==> src/rtl/cpu_run_ctrl.sv <==
// Run/halt controller for a CPU core: reset sequencing, halt/resume, cycle counting.
// Optional single-step support is compiled in with the SINGLE_STEP_EN macro.
module cpu_run_ctrl #(
  parameter int unsigned RST_HOLD = 4,
  parameter int unsigned CNT_W    = 32
) (
  input  logic             clk,
  input  logic             rst,
  input  logic             continue_req,
  input  logic             halt_req,
`ifdef SINGLE_STEP_EN
  input  logic             step,
`endif
  output logic             cpu_rst,
  output logic             cpu_en,
  output logic             pwr,
  output logic             halted,
  output logic [CNT_W-1:0] cycle_cnt,
  output logic [1:0]       state
);

  typedef enum logic [1:0] {
    S_INIT = 2'd0,
    S_RUN  = 2'd1,
    S_HALT = 2'd2,
    S_STEP = 2'd3
  } state_e;

  localparam logic [3:0] HOLD_LAST = 4'(RST_HOLD - 1);

  state_e           state_q, state_d;
  logic [3:0]       hold_q, hold_d;
  logic             cont_prev_q, cont_prev_d;
  logic             cont_rise;
  logic [CNT_W-1:0] cnt_q, cnt_d;
  logic             cpu_rst_q, cpu_rst_d;
  logic             cpu_en_q, cpu_en_d;
  logic             pwr_q, pwr_d;
  logic             halted_q, halted_d;
`ifdef SINGLE_STEP_EN
  logic             step_prev_q, step_prev_d;
  logic             step_rise;
`endif

  assign cont_rise = continue_req & ~cont_prev_q;
`ifdef SINGLE_STEP_EN
  assign step_rise = step & ~step_prev_q;
`endif

  // State register; edge detectors reset high so levels held through reset are not edges.
  always_ff @(posedge clk) begin
    if (rst) begin
      state_q     <= S_INIT;
      hold_q      <= '0;
      cont_prev_q <= 1'b1;
      cnt_q       <= '0;
      cpu_rst_q   <= 1'b1;
      cpu_en_q    <= 1'b0;
      pwr_q       <= 1'b0;
      halted_q    <= 1'b0;
`ifdef SINGLE_STEP_EN
      step_prev_q <= 1'b1;
`endif
    end else begin
      state_q     <= state_d;
      hold_q      <= hold_d;
      cont_prev_q <= cont_prev_d;
      cnt_q       <= cnt_d;
      cpu_rst_q   <= cpu_rst_d;
      cpu_en_q    <= cpu_en_d;
      pwr_q       <= pwr_d;
      halted_q    <= halted_d;
`ifdef SINGLE_STEP_EN
      step_prev_q <= step_prev_d;
`endif
    end
  end

  // Next-state logic
  always_comb begin
    state_d     = state_q;
    hold_d      = '0;
    cont_prev_d = continue_req;
`ifdef SINGLE_STEP_EN
    step_prev_d = step;
`endif
    cnt_d       = cpu_en_q ? cnt_q + CNT_W'(1) : cnt_q;
    case (state_q)
      S_INIT: begin
        if (hold_q >= HOLD_LAST) begin
          state_d = S_RUN;
        end else begin
          hold_d = hold_q + 4'd1;
        end
      end
      S_RUN: begin
        if (halt_req) state_d = S_HALT;
      end
      S_HALT: begin
        if (cont_rise) begin
          state_d = S_RUN;
`ifdef SINGLE_STEP_EN
        end else if (step_rise) begin
          state_d = S_STEP;
`endif
        end
      end
`ifdef SINGLE_STEP_EN
      S_STEP: state_d = S_HALT;
`endif
      default: state_d = S_INIT;
    endcase
  end

  // Moore outputs, registered from the next state so they line up with state_q
  always_comb begin
    cpu_rst_d = (state_d == S_INIT);
    cpu_en_d  = (state_d == S_RUN) || (state_d == S_STEP);
    pwr_d     = (state_d != S_INIT);
    halted_d  = (state_d == S_HALT);
  end

  assign cpu_rst   = cpu_rst_q;
  assign cpu_en    = cpu_en_q;
  assign pwr       = pwr_q;
  assign halted    = halted_q;
  assign cycle_cnt = cnt_q;
  assign state     = state_q;

endmodule

==> config.mk <==
export PLATFORM = sky130hd
export DESIGN_NAME = cpu_run_ctrl
export DESIGN_NICKNAME = d
export VERILOG_FILES = /design/src/rtl/cpu_run_ctrl.sv
export SDC_FILE = /design/constraint.sdc
export NUM_CORES = 1
export LEC_CHECK = 0
export CORE_UTILIZATION = 37
export DETAILED_ROUTE_END_ITERATION = 7
export PLACE_DENSITY = 0.61
export SYNTH_ARGS = -nofsm -noshare
export SYNTH_HDL_FRONTEND = slang
export SYNTH_SLANG_ARGS = --single-unit
==> constraint.sdc <==
create_clock -name clk -period 1.9 [get_ports clk]
set_input_delay 0.475 -clock clk [delete_from_list [all_inputs] [get_ports clk]]
set_output_delay 0.475 -clock clk [all_outputs]
set_load 0.02 [all_outputs]
# Word level (Yosys, flattened, before mapping)
# Index checks and enable logic that the tools add are counted.
[totals]
regBits = 43
in_bits = 4
output_inout_bits = 38
elab_cells = 28
[classes]
n_addsub = 2
magnitude_cmp = 1
eq_ne = 5
mux = 4
bitwise_logic = 3
reduce_logical = 5
[op_table]
columns = ["op", "count"]
rows = [
  ["$add A32 B1 Y32 const B", 1],
  ["$eq A2 B2 Y1 const B", 3],
  ["$mux W2", 3],
  ["$pmux W2 S3", 1],
  ["$add A4 B1 Y4 const B", 1],
  ["$eq A2 B1 Y1 const B", 2],
  ["$ge A4 B2 Y1 const B", 1],
  ["$logic_not A2 Y1", 2],
  ["$reduce_or A3 Y1", 1],
  ["$not A1 Y1", 2],
  ["$reduce_bool A2 Y1", 1],
  ["$and A1 B1 Y1", 1],
  ["$logic_or A1 B1 Y1", 1],
]

# Depth between registers and ports, before layout
# Gate-level depths: netlist of the first run.
[depth]
word_depth = 6
depth_mapped = 7
depth_no_buf = 5

# Worst setup path after synthesis of the first run
# Ideal clock, no wire load.
[synth_path]
path_kind = "flip-flop to flip-flop"
from = "reg cnt_q[2], in the netlist cycle_cnt[2]"
to = "reg cnt_q[31], in the netlist cycle_cnt[31]"
setup_time_ps = 123
t_arrival_ps = 1926
t_required_ps = 1777
path_slack_ps = -149
path_stages_with_launch = 6
path_buffers = 1
synth_period_minus_slack_ps = 2049
cell_sequence = "dfxtp_1 -> nand2_2 -> or4_4 -> buf_6 -> nor4_4 -> mux2_1"
[synth_between]
elab_chain_cells = 1
[synth_lines]
columns = ["item", "line", "source"]
rows = [
  ["start: declaration", "35", "logic [CNT_W-1:0] cnt_q, cnt_d;"],
  ["start signal: assignment", "68", "cnt_q <= cnt_d;"],
  ["$add A32 B1 Y32", "87", "cnt_d = cpu_en_q ? cnt_q + CNT_W'(1) : cnt_q;"],
]
# Every way passes these cells.
# A chain may end at the register's enable or synchronous reset.

# Final worst setup path of the first run
[layout_path]
from = "reg cnt_q[0], in the netlist cycle_cnt[0]"
to = "out cycle_cnt[0]"
[layout_rtl]
columns = ["item", "line", "source"]
rows = [
  ["end: declaration", "18", "output logic [CNT_W-1:0] cycle_cnt,"],
]
# No word-level cell between the ends.

==> metrics, run 1 <==
run status finished clean; detail-routed via count per cell 5.06; post-synthesis share of cell area spent on and, or, nand and nor gates 30.6%; asr flop ratio synth 0%; cell types with the highest counts after synthesis 42 x sky130_fd_sc_hd__dfxtp_1, 17 x sky130_fd_sc_hd__a21oi_1, 17 x sky130_fd_sc_hd__nor2_1; Relative slew margins 65.6%; max-capacitance violation count 0; final critical-path share of the clock period 97.5%; worst setup path startpoint cycle_cnt[0]; final-stage net count 271; CTS hold repair buffers 0; CP required 1420 ps; worst path arrival time 1380 ps; number of slew-limit violations in the final report 0; via count 1685; clk sinks 42; initial drt markers 121; highest clock rate 540 MHz; post-route core utilization 55.7%; VDD IR max 420 µV; gate family responsible for the most delay along the worst path buffers and inverters; sort of element at the start of the critical path flop; netlist area before placement 1870 µm²; largest family of logic cells by synthesized area simple AND/OR/NAND/NOR gates; overflow left after global routing 0; CTS H-tree lvls 2; portion of netlist area occupied by mux cells 2.95%; Post-Synth Adder-Cell Area 1.34%; fraction of post-synthesis cell area in the top cell type by area 45.1%; global routing usage summed across all routing layers 16.0%; global-route wire length before repair 6560 µm; critical path class reg -> out; vertical die dimension 73.0 µm; Worst Max-Slew Pin Slew 511 ps; Post-Synthesis Mean Instance Area 9.10 µm²; maximum number of pins on one net before global-route repair 42; skew final 3.12 ps; fraction of layout instances using a drive strength above 1 25.9%; number of enable flip-flop cells after synthesis 0; CP max stage delay 600 ps; largest cells by area after synthesis sky130_fd_sc_hd__dfxtp_1 45%, sky130_fd_sc_hd__a21oi_1 4.6%, sky130_fd_sc_hd__xnor2_1 3.8%, sky130_fd_sc_hd__o31ai_1 3.6%, sky130_fd_sc_hd__or4_1 3.6%; crit-path max FO 4; Initial Util 39.0%; number of library cell types mapped by synthesis 42; Leak Pwr 0.998 nW; path category of the worst min-delay check reg -> reg; final HPWL from detailed placement 2780 µm; width of the die 73.0 µm; Antenna Cells 0; unrepaired setup endpoints after global routing yes; synthesis-stage register bit count 42; area inside the core boundary 4790 µm²; GPL Wtd Cong 0.724; number of cells on the worst reg-to-reg path 4; number of nets still failing antenna checks after routing 0; total clock buffers created by CTS 5; count of buffers from port buffering 41; cell count after placement 324; floorplan row count 25; Clk Latency, worst-skew pair 300 ps; DRC violation count after routing 0; Die ar. 5330 µm²; count of final hold-check violations 0; library cell with the highest instance count after synthesis sky130_fd_sc_hd__dfxtp_1; Crit path depth 2; Routed wire per std cell 12.3 µm; via count of the first global-routing pass 1382; number of endpoints failing setup at the final stage 0; overall routed net length 4100 µm; Layout Cells excl Fill 333; standard cell with the maximum stage delay on the critical path sky130_fd_sc_hd__clkdlybuf4s50_1; clock-pin slew reported for the worst setup and hold paths after clock tree synthesis 80 ps; crit-path cells buf_4 > clkdlybuf4s50_1; Boundary Pins 42; CP Capture Type primary output; master cell of the clock root buffer sky130_fd_sc_hd__clkbuf_8; Main synth FF type sky130_fd_sc_hd__dfxtp_1; first drt pass iteration count 4; antenna violations before repair 0; cells after synthesis 205; post-synthesis xor/xnor area fraction 5.16%; Synth Warn # 0; Synth Area in Compound Gates 10.9%; areal power density over the cells 669 nW/µm²; number of cells traversed by the worst hold path 1; clock tree from TritonCTS yes; critical path buffer and inverter count 2; Area growth, synth to finish 42.9%; share of the yosys chip area belonging to registers 45.1%; largest area contributor in the synthesized netlist sky130_fd_sc_hd__dfxtp_1; Period minus WS final 1850 ps; worst reg2reg path startpoint cycle_cnt[21]; worst hold slack 431 ps; HP Start hold_q[0]; clock buffer depth 2
[kinds of logic (layout without fill, tap and decap cells)]
| family | Yosys count | after routing |
|---|---|---|
| xor+xnor | 11 | 11 |
| other cells | 1 | 2 |
| simple gates | 95 | 95 |
| fa+ha+maj | 2 | 2 |
| compound gates | 35 | 35 |
| buf+inv | 14 | 74 |
| flops | 42 | 42 |
| mux | 5 | 5 |
[final timing paths]
| path | to | slack, ps |
|---|---|---|
| min | hold_q[0] | 430 |
| max | cycle_cnt[0] | 50 |
| max reg2reg | cycle_cnt[30] | 80 |
| min reg2reg | hold_q[0] | 430 |
[repair_timing]
| action | in CTS | in global routing |
|---|---|---|
| setup buffers | 0 | 1 |
| resized for setup | 3 | 12 |
| pin swaps | 0 | 2 |
| setup endpoints to repair | 5 | 14 |
| endpoints found under the hold margin | 0 | 0 |
| cloned | 0 | 0 |
[cell type report]
type                            instances  area [µm²]
Inverter                                4        15.0
Timing Repair Buffer                   62         591
Clock inverter                          3        45.0
Fill cell                             432        2120
Tap cell                               67        83.8
Sequential cell                        42         886
Clock buffer                            5        68.8
Multi-Input combinational cell        150         976
[cells in the final DEF, fill, tap and decap left out, types with 2 or more instances in the layout]
cell / instances
sky130_fd_sc_hd__nor2b_1: 6
sky130_fd_sc_hd__nand3_1: 7
sky130_fd_sc_hd__o21ai_0: 6
sky130_fd_sc_hd__inv_1: 4
sky130_fd_sc_hd__mux2_2: 2
sky130_fd_sc_hd__a21oi_1: 17
sky130_fd_sc_hd__buf_4: 20
sky130_fd_sc_hd__o31ai_1: 9
sky130_fd_sc_hd__nand4_1: 6
sky130_fd_sc_hd__xor2_1: 3
sky130_fd_sc_hd__clkdlybuf4s50_1: 34
sky130_fd_sc_hd__or4_1: 9
sky130_fd_sc_hd__xnor2_1: 8
sky130_fd_sc_hd__or4_4: 2
sky130_fd_sc_hd__dfxtp_2: 18
sky130_fd_sc_hd__nor4_1: 6
sky130_fd_sc_hd__nand4_2: 2
sky130_fd_sc_hd__and2_1: 2
sky130_fd_sc_hd__dfxtp_1: 18
sky130_fd_sc_hd__dlymetal6s2s_1: 5
sky130_fd_sc_hd__nor2_1: 17
sky130_fd_sc_hd__clkinvlp_4: 2
sky130_fd_sc_hd__nand2_1: 12
sky130_fd_sc_hd__clkbuf_8: 5
sky130_fd_sc_hd__mux2_1: 2
sky130_fd_sc_hd__dfxtp_4: 6
sky130_fd_sc_hd__nand2b_1: 2
sky130_fd_sc_hd__nand3b_1: 2
sky130_fd_sc_hd__dlygate4sd2_1: 2
sky130_fd_sc_hd__nor3_1: 5
sky130_fd_sc_hd__conb_1: 2
sky130_fd_sc_hd__or3_1: 6
[report_power, final]
part | switching, mW | leakage [nW] | internal, mW | total [mW]
logic | 0.0796 | 0.593 | 0.0692 | 0.149
registers | 0.0108 | 0.355 | 0.897 | 0.908
clock network | 0.335 | 0.0504 | 0.391 | 0.726
total | 0.425 | 0.998 | 1.36 | 1.78
[sequential cells by signal (all words and copies together) (netlist names)]
signal,flops
state,1
cont_prev_q,1
pwr,1
halted,1
cycle_cnt,32
hold_q,4
cpu_rst,1
cpu_en,1
[worst register-to-register path, delay by kind of cell, from the launching register on]
family	cells	cell delay, ps
flops	1	350
compound gates	1	140
simple gates	3	1270
[metrics by stage]
| step | area [µm²] | power [mW] | setup TNS, ps | worst slack (ps) |
|---|---|---|---|---|
| after CTS | 2630 | 1.81 | 0 | 3.77 |
| after global routing | 2670 | 1.85 | -17.3 | -15.2 |
| after detailed placement | 2510 | 1.09 | 0 | 14.5 |
| after global placement | 2510 | 1.09 | 0 | 31.6 |
| after floorplan | 1910 | 1.01 | -6.33 | -6.33 |
| final | 2670 | 1.78 | 0 | 46.7 |
[per-layer routing]
| layer | global-route usage (%) | wire length (µm) | part of all wire, % | vias up |
|---|---|---|---|---|
| met5 | 0 | 0 | 0 | - |
| met4 | 7.19 | 77 | 1.9 | 0 |
| met3 | 4.14 | 190 | 4.6 | 7 |
| met2 | 23.4 | 1860 | 45 | 37 |
| met1 | 22.2 | 1970 | 48 | 776 |
| li1 | - | - | - | 865 |
Power figures use the tool's default switching activity.
==> run 2: changes to the inputs <==
--- a/config.mk
+++ b/config.mk
@@ -5,6 +5,7 @@
 export SDC_FILE = /design/constraint.sdc
 export NUM_CORES = 1
 export LEC_CHECK = 0
+export CORE_MARGIN = 5
 export CORE_UTILIZATION = 37
 export DETAILED_ROUTE_END_ITERATION = 7
 export PLACE_DENSITY = 0.61
==> metrics, run 2 (same netlist as run 1, synthesis figures left out) <==
run status finished clean; met3 Usage GRT 3.99% (-0.15 points); area inside the core boundary 4820 µm² (+0.65%); Internal 1.22 mW (-9.9%); Largest register FFs 32 (unchanged); count of buffers from port buffering 41 (unchanged); number of nets still failing antenna checks after routing 0 (unchanged); CTS hold repair buffers 0 (unchanged); initial drt markers 39 (-68%); register share of total power 55.7% (+4.8 points); total clock buffers created by CTS 5 (unchanged); switching part of the total 24.9% (+1.1 points); Leak Pwr 0.938 nW (-6.1%); gate family responsible for the most delay along the worst path buffers and inverters; overall routed net length 4460 µm (+8.8%); met1 Resource Use GR 18.4% (-3.8 points); Layout Cells excl Fill 334 (+0.30%); combinational share of power 9.1% (+0.8 points); critical path class reg -> out; detail-routed via count per cell 5.16 (+1.9%); antenna violations before repair 0 (unchanged); crit-path cells buf_4 > clkdlybuf4s50_1; areal power density over the cells 615 nW/µm² (-8.0%); highest clock rate 540 MHz (about the same); VDD IR max 401 µV (-4.5%); final HPWL from detailed placement 3060 µm (+10%); clock tree from TritonCTS yes; Most Crowded Layer GR met2; skew final 7.08 ps (+3.95 ps); via count 1722 (+2.2%); path category of the worst min-delay check reg -> reg; Antenna Cells 0 (unchanged); floorplan row count 25 (unchanged); GPL Wtd Cong 0.770 (+6.3%); commonest cells after routing, fill and taps aside 36 x sky130_fd_sc_hd__clkdlybuf4s50_1, 21 x sky130_fd_sc_hd__dfxtp_1, 21 x sky130_fd_sc_hd__buf_4; Initial Util 38.7% (-0.25 points); via count of the first global-routing pass 1628 (+18%); sort of element at the start of the critical path flop; standard cell with the maximum stage delay on the critical path sky130_fd_sc_hd__clkdlybuf4s50_1; crit-path max FO 4 (unchanged); cell count after placement 325 (+0.31%); part of the power in the clock network 35.2% (-5.5 points); Boundary Pins 42 (unchanged); clock-pin slew reported for the worst setup and hold paths after clock tree synthesis 80 ps (about the same); final critical-path setup slack 47.2 ps (+0.433 ps); width of the die 81.0 µm (+11%); number of endpoints failing setup at the final stage 0 (unchanged); fraction of layout instances using a drive strength above 1 27.3% (+1.4 points); Routed wire per std cell 13.3 µm (+8.5%); worst setup slack after placement 10.1 ps (-4.40 ps); clk sinks 42 (unchanged); final critical-path share of the clock period 97.5% (about the same); final-stage net count 272 (+0.37%); CP max stage delay 600 ps (about the same); worst path arrival time 1380 ps (about the same); CP Capture Type primary output; Die ar. 6560 µm² (+23%); most common cell after layout, fill and taps aside sky130_fd_sc_hd__clkdlybuf4s50_1; CTS H-tree lvls 2 (unchanged); global routing usage summed across all routing layers 14.3% (-1.8 points); power spent charging and discharging nets 0.406 mW (-4.4%); number of slew-limit violations in the final report 0 (unchanged); first drt pass iteration count 4 (unchanged); count of final hold-check violations 0 (unchanged); maximum number of pins on one net before global-route repair 29 (-31%); critical path buffer and inverter count 2 (unchanged); unrepaired setup endpoints after global routing yes; max-capacitance violation count 0 (unchanged); vertical die dimension 81.0 µm (+11%); Period minus WS final 1850 ps (-0.433 ps); CP required 1420 ps (about the same); GR Util met2 22.2% (-1.1 points); post-route total power 1.63 mW (-8.6%); master cell of the clock root buffer sky130_fd_sc_hd__clkbuf_8; DRC violation count after routing 0 (unchanged); clock buffer depth 2 (unchanged); overflow left after global routing 0 (unchanged); Area growth, synth to finish 41.9%; Clk Latency, worst-skew pair 290 ps (about the same); global-route wire length before repair 7340 µm (+12%)
[run 2: cell count changes in the layout (fill, tap and decap cells not counted), moves of 2 or more]
cell                              delta
sky130_fd_sc_hd__a21oi_2             +3
sky130_fd_sc_hd__dlymetal6s2s_1      -3
sky130_fd_sc_hd__dfxtp_1             +3
sky130_fd_sc_hd__or4_4               +2
sky130_fd_sc_hd__clkdlybuf4s50_1     +2
sky130_fd_sc_hd__a21oi_1             -3
sky130_fd_sc_hd__dfxtp_2             -3
sky130_fd_sc_hd__or4_1               -2
[run 2: timing repair]
action | 4_1_cts | 5_1_grt
gates resized for setup | 4 | 12
hold endpoints to repair | 0 | 0
buffers inserted | 0 | 0
cloned | 0 | 1
pin swaps | 1 | 3
setup endpoints to repair | 8 | 10
[run 2: metal layers]
metal  wire, µm  part of all wire, %
met5          0                    0
met4         82                  1.8
met3        202                  4.5
met2       2030                   46
met1       2140                   48
[run 2: stage by stage]
step	util [%]	area [µm²]	setup TNS (ps)	hold slack [ps]
finish	55.0	2650	0	422
global route	55.0	2650	-110	458
CTS	53.9	2600	0	426
detailed placement	52.0	2500	0	413
global placement	52.0	2500	0	413
floorplan	-	1910	-6.33	398
[run 2: cell type report]
cell class | count | area (µm²)
Fill cell | 471 | 2170
Clock buffer | 5 | 68.8
Sequential cell | 42 | 882
Clock inverter | 3 | 21.3
Inverter | 4 | 15.0
Multi-Input combinational cell | 151 | 1010
Timing Repair Buffer | 62 | 569
Tap cell | 67 | 83.8
[run 2: power groups by stage]
stage / Clock (mW) / Sequential, mW / Combinational [mW]
3_5_place_dp: 0 / 0.932 / 0.153
3_3_place_gp: 0 / 0.931 / 0.153
5_1_grt: 0.630 / 0.911 / 0.162
4_1_cts: 0.600 / 0.911 / 0.150
2_1_floorplan: 0 / 0.958 / 0.0570
6_report: 0.574 / 0.908 / 0.148
[run 2: worst paths after layout]
| kind | end | slack, ps | cells past startpoint | startpoint |
|---|---|---|---|---|
| max | cycle_cnt[17] | 50 | 2 | cycle_cnt[17] |
| min reg2reg | hold_q[0] | 420 | 1 | hold_q[0] |
| max reg2reg | cycle_cnt[26] | 60 | 4 | cycle_cnt[14] |
| min | hold_q[0] | 420 | 1 | hold_q[0] |
[run 2: worst reg2reg max path: stages, from the launching register on]
cell and delay, ps:
sky130_fd_sc_hd__dfxtp_4 380, sky130_fd_sc_hd__nand3_1 90, sky130_fd_sc_hd__or4_4 630, sky130_fd_sc_hd__or4_4 550, sky130_fd_sc_hd__a21oi_2 140
==> edit: new RTL, config.mk and constraints of run 2 <==
`CNT_W`: 32 -> 64.
--- a/src/rtl/cpu_run_ctrl.sv
+++ b/src/rtl/cpu_run_ctrl.sv
@@ -2,7 +2,7 @@
 // Optional single-step support is compiled in with the SINGLE_STEP_EN macro.
 module cpu_run_ctrl #(
   parameter int unsigned RST_HOLD = 4,
-  parameter int unsigned CNT_W    = 32
+  parameter int unsigned CNT_W    = 64
 ) (
   input  logic             clk,
   input  logic             rst,
Ports: changed (resized cycle_cnt); port bits go from 42 to 74. The function was not compared with the original's and may differ.
==> edit against run 2 <==
- the flow now finishes with violations (negative setup slack)
- worst setup slack got worse by 0.16 ns
- routed wire length rose by 150%
- synthesized area rose by 87%
- total power rose by 86%
- maximum frequency fell by 7.8%
- sequential cell count rose by 32
- design area rose by 120%
- largest power group unchanged
- highest routed layer unchanged
==> edit: results (changes against run 2) <==
[run_status]
outcome = finished with violations
violations = negative setup slack

[place]
dp_cells = 703  ; +120%
place_ws_ns = -0.129  ; -0.139 ns
hpwlAfterDp_mm = 7.91  ; +160%
place_area_um2 = 5230  ; +110%
numPortBuffers = 73  ; +78%
place_congestion = 0.803  ; +4.3%

[routing]
drt-total-wl_mm = 11.0  ; +150%
wl_met3_um = 510  ; +150%
wl_met2_mm = 5.27  ; +160%
vias = 3810  ; +120%
wl_per_cell_um = 14.9  ; +11%
first_iter_violations = 216  ; +450%
wl_met1_mm = 4.99  ; +130%

[global_route]
grt.total_usage = 0.186  ; +0.0437
grt_pass1_wl_mm = 17.3  ; +140%
use_met2 = 0.307  ; +0.0845
grt_max_degree = 67  ; +130%
grt_pass1_vias = 3637  ; +120%
use_met3 = 0.0355  ; -0.00439

[clock_tree]
cts_made_buffers = 9  ; +4
cts-htree-levels = 3  ; +1
clkLatencyLatePin_ns = 0.34  ; +0.05 ns

[hold_path]
worstHoldEndpoint = state[1]
hold_path_startpoint = rst
hold_depth = 2  ; +1
holdCritPathClass = input pin to register

[cells_and_area]
nNetsFinal = 608  ; +120%
fillers = 815  ; +73%
final_layout_size_suffix_gt1_frac = 0.359  ; +0.0857
largest_reg_flops = 64  ; +100%

[timing]
finalWorstSetupSlack_ns = -0.109  ; -0.156 ns
setup_viol = 8  ; +8
fin_skew_ns = 0.0113  ; +0.00426 ns

[setup_path]
cpPeakStageDelay_ns = 0.54  ; -0.06 ns
cp_max_fo = 5  ; +1
r2r_cells = 5  ; +1
crit_family = simple AND/OR/NAND/NOR gates
crit_arrival_ns = 2.29  ; +0.91 ns
cp-endpoint = cycle_cnt[62]
slowest_stage = or4_4

[logic_synthesis]
ys_top_cells_by_area = dfxtp_1, xor2_1, nor2_1, nand4_1, xnor2_1
synth_cell_types = 40  ; -4.8%
syn_avg_cell_area_um2 = 8.45  ; -7.1%
ys_seq_area_frac = 0.424  ; -0.0263

## edit: changes by cell type after synthesis, moves of 9 or more
cell | run 2 | this run
nand4_1 | 6 | 27
nor4_1 | 6 | 15
dfxtp_1 | 42 | 74
xor2_1 | 3 | 23
nand2_1 | 12 | 28
nand3_1 | 8 | 27
nor2_1 | 17 | 52
xnor2_1 | 8 | 19
## edit: logic make-up after synthesis
family / after synthesis / synth area share
simple gates: 222 / 0.354
flops: 74 / 0.424
xor+xnor: 42 / 0.105
mux: 1 / 0.00287
other cells: 1 / 0.00107
compound gates: 47 / 0.0767
buf+inv: 24 / 0.0280
fa+ha+maj: 2 / 0.00717
## edit: where the power goes
group          switching, mW  internal, mW
registers             0.0175          1.54
logic                 0.0815        0.0617
clock network          0.627         0.696
total                  0.726          2.30
## edit: timing repair
action / 4_1_cts / 5_1_grt
endpoints found under the setup margin: 50 / 52
pin swaps: 9 / 22
gates cloned: 0 / 1
hold endpoints to repair: 0 / 0
gates resized for setup: 49 / 55
buffers inserted: 4 / 12
## edit: cell type report
class,instances,area [um^2],area share
flip-flops and latches,74,1590,0.273
well taps,129,161,0.0278
clock buffers,10,149,0.0256
multi-input cells,316,2130,0.368
inverters,11,41.3,0.00711
clock inverters,6,68.8,0.0119
repair buffers,190,1660,0.287
## edit: worst reg2reg max path, cell delays in order (launching register included)
cell	delay [ns]
dfxtp_4	0.37
nand4_4	0.16
or2_2	0.34
or4_4	0.54
or4_1	0.41
a21oi_1	0.13
## edit: stage by stage
step | util | TNS, ns
2_1_floorplan | - | -0.499
3_3_place_gp | 0.566 | -0.212
3_5_place_dp | 0.566 | -0.514
4_1_cts | 0.596 | -0.237
5_1_grt | 0.628 | -2.82
6_report | 0.628 | -0.379
